===== src/rtl/knockout_pkg.sv =====
// Shared types and constants for the 4-player knockout bracket sequencer.
package knockout_pkg;

  typedef enum logic [2:0] {
    ST_IDLE  = 3'd0,
    ST_SEMI1 = 3'd1,
    ST_SEMI2 = 3'd2,
    ST_FINAL = 3'd3,
    ST_DONE  = 3'd4
  } state_t;

  localparam logic [1:0] MATCH_SEMI1 = 2'd0;
  localparam logic [1:0] MATCH_SEMI2 = 2'd1;
  localparam logic [1:0] MATCH_FINAL = 2'd2;

  localparam logic [1:0] PLAYER_0 = 2'd0;
  localparam logic [1:0] PLAYER_1 = 2'd1;
  localparam logic [1:0] PLAYER_2 = 2'd2;
  localparam logic [1:0] PLAYER_3 = 2'd3;

  localparam int SCORE_W = 3;

  // Same function as the bracket mux fed with player IDs 0..3.
  function automatic logic [1:0] bracket_pick(input logic sel0, input logic sel1,
                                              input logic sel2);
    return sel2 ? (sel1 ? PLAYER_3 : PLAYER_2) : (sel0 ? PLAYER_1 : PLAYER_0);
  endfunction

endpackage


===== src/rtl/knockout_sched_match_scorer.sv =====
// Per-match game counters; flags the game that ends the match.
module match_scorer
  import knockout_pkg::*;
#(
  parameter int WINS_NEEDED = 2
) (
  input  logic               clk,
  input  logic               rst,
  input  logic               accept,
  input  logic               winner,
  input  logic               clear,
  output logic [SCORE_W-1:0] score_a,
  output logic [SCORE_W-1:0] score_b,
  output logic               decided,
  output logic               decided_winner
);

  localparam logic [SCORE_W-1:0] LAST_NEEDED = SCORE_W'(WINS_NEEDED - 1);

  logic [SCORE_W-1:0] winner_score;

  // The deciding game is recognised from the pre-increment score.
  always_comb begin
    winner_score   = winner ? score_b : score_a;
    decided        = accept && (winner_score == LAST_NEEDED);
    decided_winner = winner;
  end

  // Counters clear at match end so the deciding score is never shown.
  always_ff @(posedge clk) begin
    if (rst || clear || decided) begin
      score_a <= '0;
      score_b <= '0;
    end else if (accept) begin
      if (winner) score_b <= score_b + 1'b1;
      else        score_a <= score_a + 1'b1;
    end
  end

endmodule


===== src/rtl/knockout_sched.sv =====
// Knockout bracket sequencer: semi 1, semi 2, final, then reports champion.
// Handshake: a game result is consumed in any cycle where match_req and
// game_valid are both high; game_winner is only meaningful in that cycle.
module knockout_sched
  import knockout_pkg::*;
#(
  parameter int WINS_NEEDED = 2
) (
  input  logic               clk,
  input  logic               rst,
  input  logic               start,
  input  logic               game_valid,
  input  logic               game_winner,
  output logic               match_req,
  output logic [1:0]         match_id,
  output logic [1:0]         player_a,
  output logic [1:0]         player_b,
  output logic [SCORE_W-1:0] score_a,
  output logic [SCORE_W-1:0] score_b,
  output logic               s0,
  output logic               s1,
  output logic               s2,
  output logic               busy,
  output logic               done,
  output logic [1:0]         champion,
  output state_t             dbg_state
);

  state_t state, state_nx;
  logic   accept, clear, decided, decided_winner;

  assign busy      = (state == ST_SEMI1) || (state == ST_SEMI2) || (state == ST_FINAL);
  assign done      = (state == ST_DONE);
  assign match_req = busy;
  assign accept    = busy & game_valid;
  assign clear     = start & ~busy;
  assign dbg_state = state;

  match_scorer #(.WINS_NEEDED(WINS_NEEDED)) u_scorer (
    .clk            (clk),
    .rst            (rst),
    .accept         (accept),
    .winner         (game_winner),
    .clear          (clear),
    .score_a        (score_a),
    .score_b        (score_b),
    .decided        (decided),
    .decided_winner (decided_winner)
  );

  // State register.
  always_ff @(posedge clk) begin
    if (rst) state <= ST_IDLE;
    else     state <= state_nx;
  end

  // Next state: start only from IDLE/DONE, advance on each deciding game.
  always_comb begin
    state_nx = state;
    case (state)
      ST_IDLE, ST_DONE: if (start) state_nx = ST_SEMI1;
      ST_SEMI1:         if (decided) state_nx = ST_SEMI2;
      ST_SEMI2:         if (decided) state_nx = ST_FINAL;
      ST_FINAL:         if (decided) state_nx = ST_DONE;
      default:          state_nx = ST_IDLE;
    endcase
  end

  // Match identity and contenders decoded from state and earlier selects.
  always_comb begin
    match_id = MATCH_SEMI1;
    player_a = PLAYER_0;
    player_b = PLAYER_0;
    case (state)
      ST_SEMI1: begin
        match_id = MATCH_SEMI1;
        player_a = PLAYER_0;
        player_b = PLAYER_1;
      end
      ST_SEMI2: begin
        match_id = MATCH_SEMI2;
        player_a = PLAYER_2;
        player_b = PLAYER_3;
      end
      ST_FINAL: begin
        match_id = MATCH_FINAL;
        player_a = s0 ? PLAYER_1 : PLAYER_0;
        player_b = s1 ? PLAYER_3 : PLAYER_2;
      end
      ST_DONE: begin
        player_a = s0 ? PLAYER_1 : PLAYER_0;
        player_b = s1 ? PLAYER_3 : PLAYER_2;
      end
      default: ;
    endcase
  end

  // Bracket selects and champion: cleared on start, loaded by deciding games.
  always_ff @(posedge clk) begin
    if (rst || clear) begin
      s0       <= 1'b0;
      s1       <= 1'b0;
      s2       <= 1'b0;
      champion <= PLAYER_0;
    end else if (decided) begin
      case (state)
        ST_SEMI1: s0 <= decided_winner;
        ST_SEMI2: s1 <= decided_winner;
        ST_FINAL: begin
          s2       <= decided_winner;
          champion <= bracket_pick(s0, s1, decided_winner);
        end
        default: ;
      endcase
    end
  end

endmodule


===== config.mk =====
export PLATFORM = sky130hd
export DESIGN_NAME = knockout_sched
export DESIGN_NICKNAME = d
export VERILOG_FILES = /design/src/rtl/knockout_pkg.sv /design/src/rtl/knockout_sched_match_scorer.sv /design/src/rtl/knockout_sched.sv
export SDC_FILE = /design/constraint.sdc
export NUM_CORES = 1
export LEC_CHECK = 0
export BUFFER_PORTS_ARGS = -buffer_cell sky130_fd_sc_hd__buf_2
export CELL_PAD_IN_SITES_DETAIL_PLACEMENT = 1
export CELL_PAD_IN_SITES_GLOBAL_PLACEMENT = 1
export CORE_AREA = 2 2 57 46
export DETAILED_ROUTE_END_ITERATION = 8
export DIE_AREA = 0 0 59 48
export MAX_ROUTING_LAYER = met4
export PLACE_DENSITY_LB_ADDON = 0.1
export SKIP_LAST_GASP = 1
export SLEW_MARGIN = 20
export SYNTH_ARGS = -nofsm -noshare
export SYNTH_HDL_FRONTEND = slang
export SYNTH_SLANG_ARGS = --single-unit

===== constraint.sdc =====
create_clock -name clk -period 1.4 [get_ports clk]
set_input_delay 0.21 -clock clk [delete_from_list [all_inputs] [get_ports clk]]
set_output_delay 0.21 -clock clk [all_outputs]
set_load 0.02 [all_outputs]

==> results.ini, run 1 <==
[die]
io_pins = 28
start_util_pct = 33.6
dieArea_um2 = 2830
fp.dieW_um = 59
die_h_um = 48
row_count = 15
core-area_um2 = 2210

[global_routing]
grt_use_total_pct = 16.8
grt_max_degree = 8
grt_pass1_wl_mm = 3.31
grt.overflow.total = 0
grt_pass1_vias = 694
grt_antenna_before_repair = 0

[outcome]
outcome = complete, but fails checks
violations = negative setup slack

[finish]
final_common_cell = buf_2
most-common-layout-cells = 22 x buf_2, 18 x buf_4, 9 x nor2_1, 9 x dfxtp_1
nNetsFinal = 130
n_fill_cell = 266
diodes = 0
layout-drive-gt1-share_pct = 54.9
fin_cells = 147
syn_to_final_growth_pct = 50.5

[sta]
min_period_ns = 1.48
relSlewSlack_pct = 76.2
tightest_slew_ns = 0.353
fin_skew_ns = 0.00139
whs_ns = 0.157
max_freq_ghz = 0.674
setup_slack_ns = -0.0833
report.final.slew_viol_count = 0
rsz0062_at_grt = true
period_share_pct = 106
setup_viol = 5
hold_violations = 0

[worst_setup_path]
critPathCaptureType = primary output
cp_data_required_time_ns = 1.19
r2r_cells = 5
arrival_ns = 1.27
r2r-end = s0
r2r-start = dbg_state[2]
crit_start = dbg_state[1]
start_kind = flip-flop
endpoint = player_a[0]
crit_fanout = 6
r2r_slack_ns = -0.02
crit_type = reg2out

[synthesis]
postSynthCellCount = 80
ys_seq_elements = 13
syn_area_um2 = 743
synthFlopType = dfxtp_1
yosys-top-cells-area = dfxtp_1 35%, mux2i_1 5.4%, nor2_1 5.1%
synth_top_area_share_pct = 35.0
avgSynthCellArea_um2 = 9.29
synth_nets = 87
synth_enable_flop_cells = 0
yosysSeqAreaShare_pct = 35.0
yosys.area.top_type = dfxtp_1
ys_async_sr_fraction_pct = 0
yosysWarnings = 0
synth_cell_type_count = 36

[place]
gp_congestion = 0.748
port_buffers = 27
dp_hpwl_mm = 1.55
dp_cells = 137

[clock_tree]
htreeDepth = 1
hold_buffers = 0
clock_latency_ns = 0.28
cts_tree = yes
cts_buffer_depth = 2
clk_pin_slew_ns = 0.08
cts_root_buf = clkbuf_4
cts_made_buffers = 3
cts.sinks = 13

[drt]
vias = 738
avgViaCountPerCell = 5.02
drc = 0
routed_wl_mm = 2.09
drtIter0Drc = 13
antenna_left = 0
post_drt_wl_per_cell_um = 14.2
dr.pass1.iters = 4

[power]
irDropWorstVdd_mv = 0.371
leakagePower_nw = 0.544
power.density_nw_per_um2 = 646

[min_path]
hold_class = in2reg

[run]
max-cap-violations = 0

==> kinds of logic (layout without fill, tap and decap cells) <==
| family | Yosys count | after routing | synth area share (%) |
|---|---|---|---|
| buffers and inverters | 11 | 53 | 8.42 |
| AND/OR/NAND/NOR | 28 | 28 | 22.6 |
| adder cells (fa/ha/maj) | 2 | 2 | 3.37 |
| AO/OA/AOI/OAI | 16 | 16 | 17.8 |
| multiplexers | 5 | 5 | 6.90 |
| flip-flops | 13 | 13 | 35.0 |
| XOR/XNOR | 5 | 5 | 5.89 |
==> synthesized netlist by cell type (2+ instances only) <==
cell       number
buf_2           2
buf_4           3
dfxtp_1        13
ha_1            2
inv_1           4
mux2i_1         4
nand2_1         4
nand3_1         2
nor2_1         10
nor3b_1         2
o2111ai_2       2
o211ai_1        2
o21a_1          3
o21ai_0         2
xnor2_1         2
xor2_1          3
==> worst min path at each step <==
stage               from            to  slack [ns]  cells past startpoint
floorplan            rst  dbg_state[0]        0.27                      1
global placement     rst  dbg_state[1]        0.45                      2
detailed placement   rst  dbg_state[1]        0.45                      2
CTS                  rst  dbg_state[1]        0.14                      2
global route         rst  dbg_state[1]        0.15                      2
finish               rst  dbg_state[1]        0.16                      2
==> per-layer routing <==
layer | part of all wire (%) | global-route usage, %
met4 | 1.0 | 5.45
met5 | 0 | -
met1 | 49 | 21.5
met3 | 3.7 | 5.95
met2 | 46 | 24.7
==> what timing repair did <==
| action | in CTS | in global routing |
|---|---|---|
| gates resized for setup | 19 | 7 |
| buffers inserted | 4 | 2 |
| cloned | 0 | 0 |
| endpoints found under the setup margin | 9 | 21 |
| pin swaps | 3 | 4 |
==> layout make-up <==
type | count | area (µm²) | area share [%]
Multi-Input combinational cell | 56 | 477 | 42.6
Clock buffer | 4 | 26.3 | 2.35
Timing Repair Buffer | 44 | 290 | 26.0
Tap cell | 25 | 31.3 | 2.80
Sequential cell | 13 | 275 | 24.6
Inverter | 5 | 18.8 | 1.68
==> sequential cells by signal, indices dropped and copies added (netlist names) <==
name,flops
champion,1
dbg_state,3
s0,1
s1,1
s2,1
u_scorer.score_a,3
u_scorer.score_b,3
==> worst max-delay path, stage by stage, from the launching register on <==
cell and delay [ns]:
dfxtp_4 0.38, nor2_4 0.15, nand2_4 0.07, inv_1 0.10
o21a_1 0.17, buf_6 0.12
==> through the flow <==
| step | power (mW) | util, % | area, µm² | TNS (ns) | setup slack (ns) |
|---|---|---|---|---|---|
| after global routing | 0.764 | 50.5 | 1120 | -0.869 | -0.161 |
| after global placement | 0.492 | 43.5 | 963 | 0 | 0.0263 |
| final | 0.722 | 50.5 | 1120 | -0.257 | -0.0833 |
| after floorplan | 0.457 | - | 763 | 0 | 0.0209 |
| after detailed placement | 0.494 | 43.5 | 963 | 0 | 0.0161 |
| after CTS | 0.743 | 48.8 | 1080 | -0.194 | -0.0710 |
==> where the power goes <==
part | switching, mW | total, mW | internal (mW)
clock | 0.120 | 0.230 | 0.111
sequential | 0.00701 | 0.375 | 0.368
combinational | 0.0725 | 0.117 | 0.0447
(Power assumes the default switching activity.)
==> run 2, diff against run 1 <==
Settings changed: CORE_AREA 2 2 57 46 to 2 2 50 52, DIE_AREA 0 0 59 48 to 0 0 52 54, HOLD_SLACK_MARGIN from default to 0.1.
==> run 2 against run 1 <==
The flow still finishes with violations (negative setup slack). Clock skew decreased by 0.00071 ns. Critical path depth fell by 1. Largest power group unchanged. Worst setup slack gained 0.032 ns. Die area shrank 0.85%. Sequential power is 2% higher. Clock-buffer cell count unchanged. Routed wire length grew 3.7%. First-iteration DRC count is 77% lower. Sequential cell count unchanged. Cell area rose by 4.7%. Power up 5.3%.
==> results.ini, run 2 (synthesis results as in run 1) <==
[place]
dp_hpwl_mm = 1.47  ; -5.0%
post-place-ws_ns = -0.00278  ; -0.0189 ns
port_buffers = 27  ; unchanged
dp_cells = 137  ; unchanged
placed_cell_area_um2 = 932  ; -3.2%
gp_congestion = 0.723  ; -3.4%

[die]
fp.dieW_um = 52  ; -12%
dieArea_um2 = 2810  ; -0.85%
start_util_pct = 32.0  ; -1.5 points
core-area_um2 = 2320  ; +4.7%
row_count = 18  ; +3
io_pins = 28  ; unchanged
die_h_um = 54  ; +13%

[drt]
drc = 0  ; unchanged
avgViaCountPerCell = 4.99  ; -0.67%
post_drt_wl_per_cell_um = 14.4  ; +1.7%
antenna_left = 0  ; unchanged
vias = 748  ; +1.4%
dr.pass1.iters = 4  ; unchanged
drtIter0Drc = 3  ; -10
routed_wl_mm = 2.16  ; +3.7%

[worst_setup_path]
cp.buffers_inverters = 1  ; -1
crit_fanout = 7  ; +1
critPathCaptureType = primary output
start_kind = flip-flop
cp_slowest_cell = dfxtp_4
max_stage_delay_ns = 0.42  ; +0.04 ns
crit_type = reg2out
path_cells = nor2b_4, and2_4, o21a_1, buf_6
cp_data_required_time_ns = 1.19  ; about the same
critical_path.top_delay_family = flip-flops
arrival_ns = 1.24  ; -0.03 ns

[sta]
tightest_slew_ns = 0.271  ; -0.0822 ns
relSlewSlack_pct = 81.8  ; +5.6 points
min_period_ns = 1.45  ; -0.0321 ns
whs_ns = 0.180  ; +0.0233 ns
setup-tns-final_ns = -0.0997  ; +0.157 ns
setup_viol = 4  ; -1
rsz0062_at_grt = true
period_share_pct = 104  ; -2.3 points
report.final.slew_viol_count = 0  ; unchanged
hold_violations = 0  ; unchanged
fin_skew_ns = 0.000680  ; -0.000705 ns
max_freq_ghz = 0.689  ; +2.2%
setup_slack_ns = -0.0513  ; +0.0321 ns

[clock_tree]
cts_buffer_depth = 2  ; unchanged
clock_latency_ns = 0.28  ; about the same
clk_pin_slew_ns = 0.08  ; about the same
cts_root_buf = clkbuf_4
cts_tree = yes
htreeDepth = 1  ; unchanged
cts.sinks = 13  ; unchanged
cts_made_buffers = 3  ; unchanged

[finish]
final_common_cell = buf_2
fin_cells = 150  ; +2.0%
syn_to_final_growth_pct = 57.6
most-common-layout-cells = 20 x buf_2, 14 x buf_4, 9 x nor2_1, 9 x dfxtp_1, 8 x buf_6
design_area_um2 = 1170  ; +4.7%
diodes = 0  ; unchanged
layout-drive-gt1-share_pct = 59.2  ; +4.2 points
nNetsFinal = 128  ; -1.5%
final_util_pct = 50.5  ; about the same

[outcome]
outcome = complete, but fails checks
violations = negative setup slack

[global_routing]
grt.overflow.total = 0  ; unchanged
grt_max_degree = 9  ; +1
grt_use_total_pct = 17.4  ; +0.57 points
grt_pass1_wl_mm = 3.38  ; +2.3%
grt_pass1_vias = 712  ; +2.6%
grt_antenna_before_repair = 0  ; unchanged

[power]
total_power_uw = 760  ; +5.3%
irDropWorstVdd_mv = 0.507  ; +37%
power.density_nw_per_um2 = 649  ; +0.53%
leakagePower_nw = 0.535  ; -1.6%

[run]
max-cap-violations = 0  ; unchanged

[min_path]
hold_class = in2reg

[run 2: path summary, 6_finish.rpt]
kind,startpoint,endpoint,slack [ns],cells after the start
max,dbg_state[1],player_a[0],-0.05,4
min,rst,dbg_state[2],0.18,2
max reg2reg,u_scorer.score_a[1],s0,0,5
min reg2reg,champion[0],champion[0],0.50,2
[run 2: final cells by class]
cell class,count,area (µm²)
fillers,277,1150
repair buffers,42,295
well taps,30,37.5
inverters,5,23.8
clock buffers,4,26.3
flip-flops and latches,13,273
multi-input cells,56,515
[run 2: routing by layer]
metal  vias to the layer above  global-route usage [%]  wire [µm]
li1                        366                       -          -
met1                       357                    20.6        968
met2                        20                    28.5       1080
met3                         5                    3.33         83
met4                         0                    7.89         36
met5                         -                       -          0
[run 2: worst reg2reg max path, cell delays in order (launching register included)]
cell	delay [ns]
dfxtp_1	0.36
nor4b_4	0.25
buf_4	0.20
o2111ai_4	0.14
o211ai_1	0.22
o31ai_1	0.11
[run 2: timing repair]
action | 4_1_cts | 5_1_grt
pin swaps | 6 | 3
gates cloned | 0 | 0
endpoints found under the setup margin | 9 | 19
hold buffers | 0 | 0
gates resized for setup | 19 | 21
setup buffers | 4 | 5
[run 2: report_power, final]
part	switching, mW	leakage, nW	internal (mW)
clock network	0.127	0.0150	0.111
logic	0.0806	0.412	0.0619
registers	0.0108	0.108	0.370
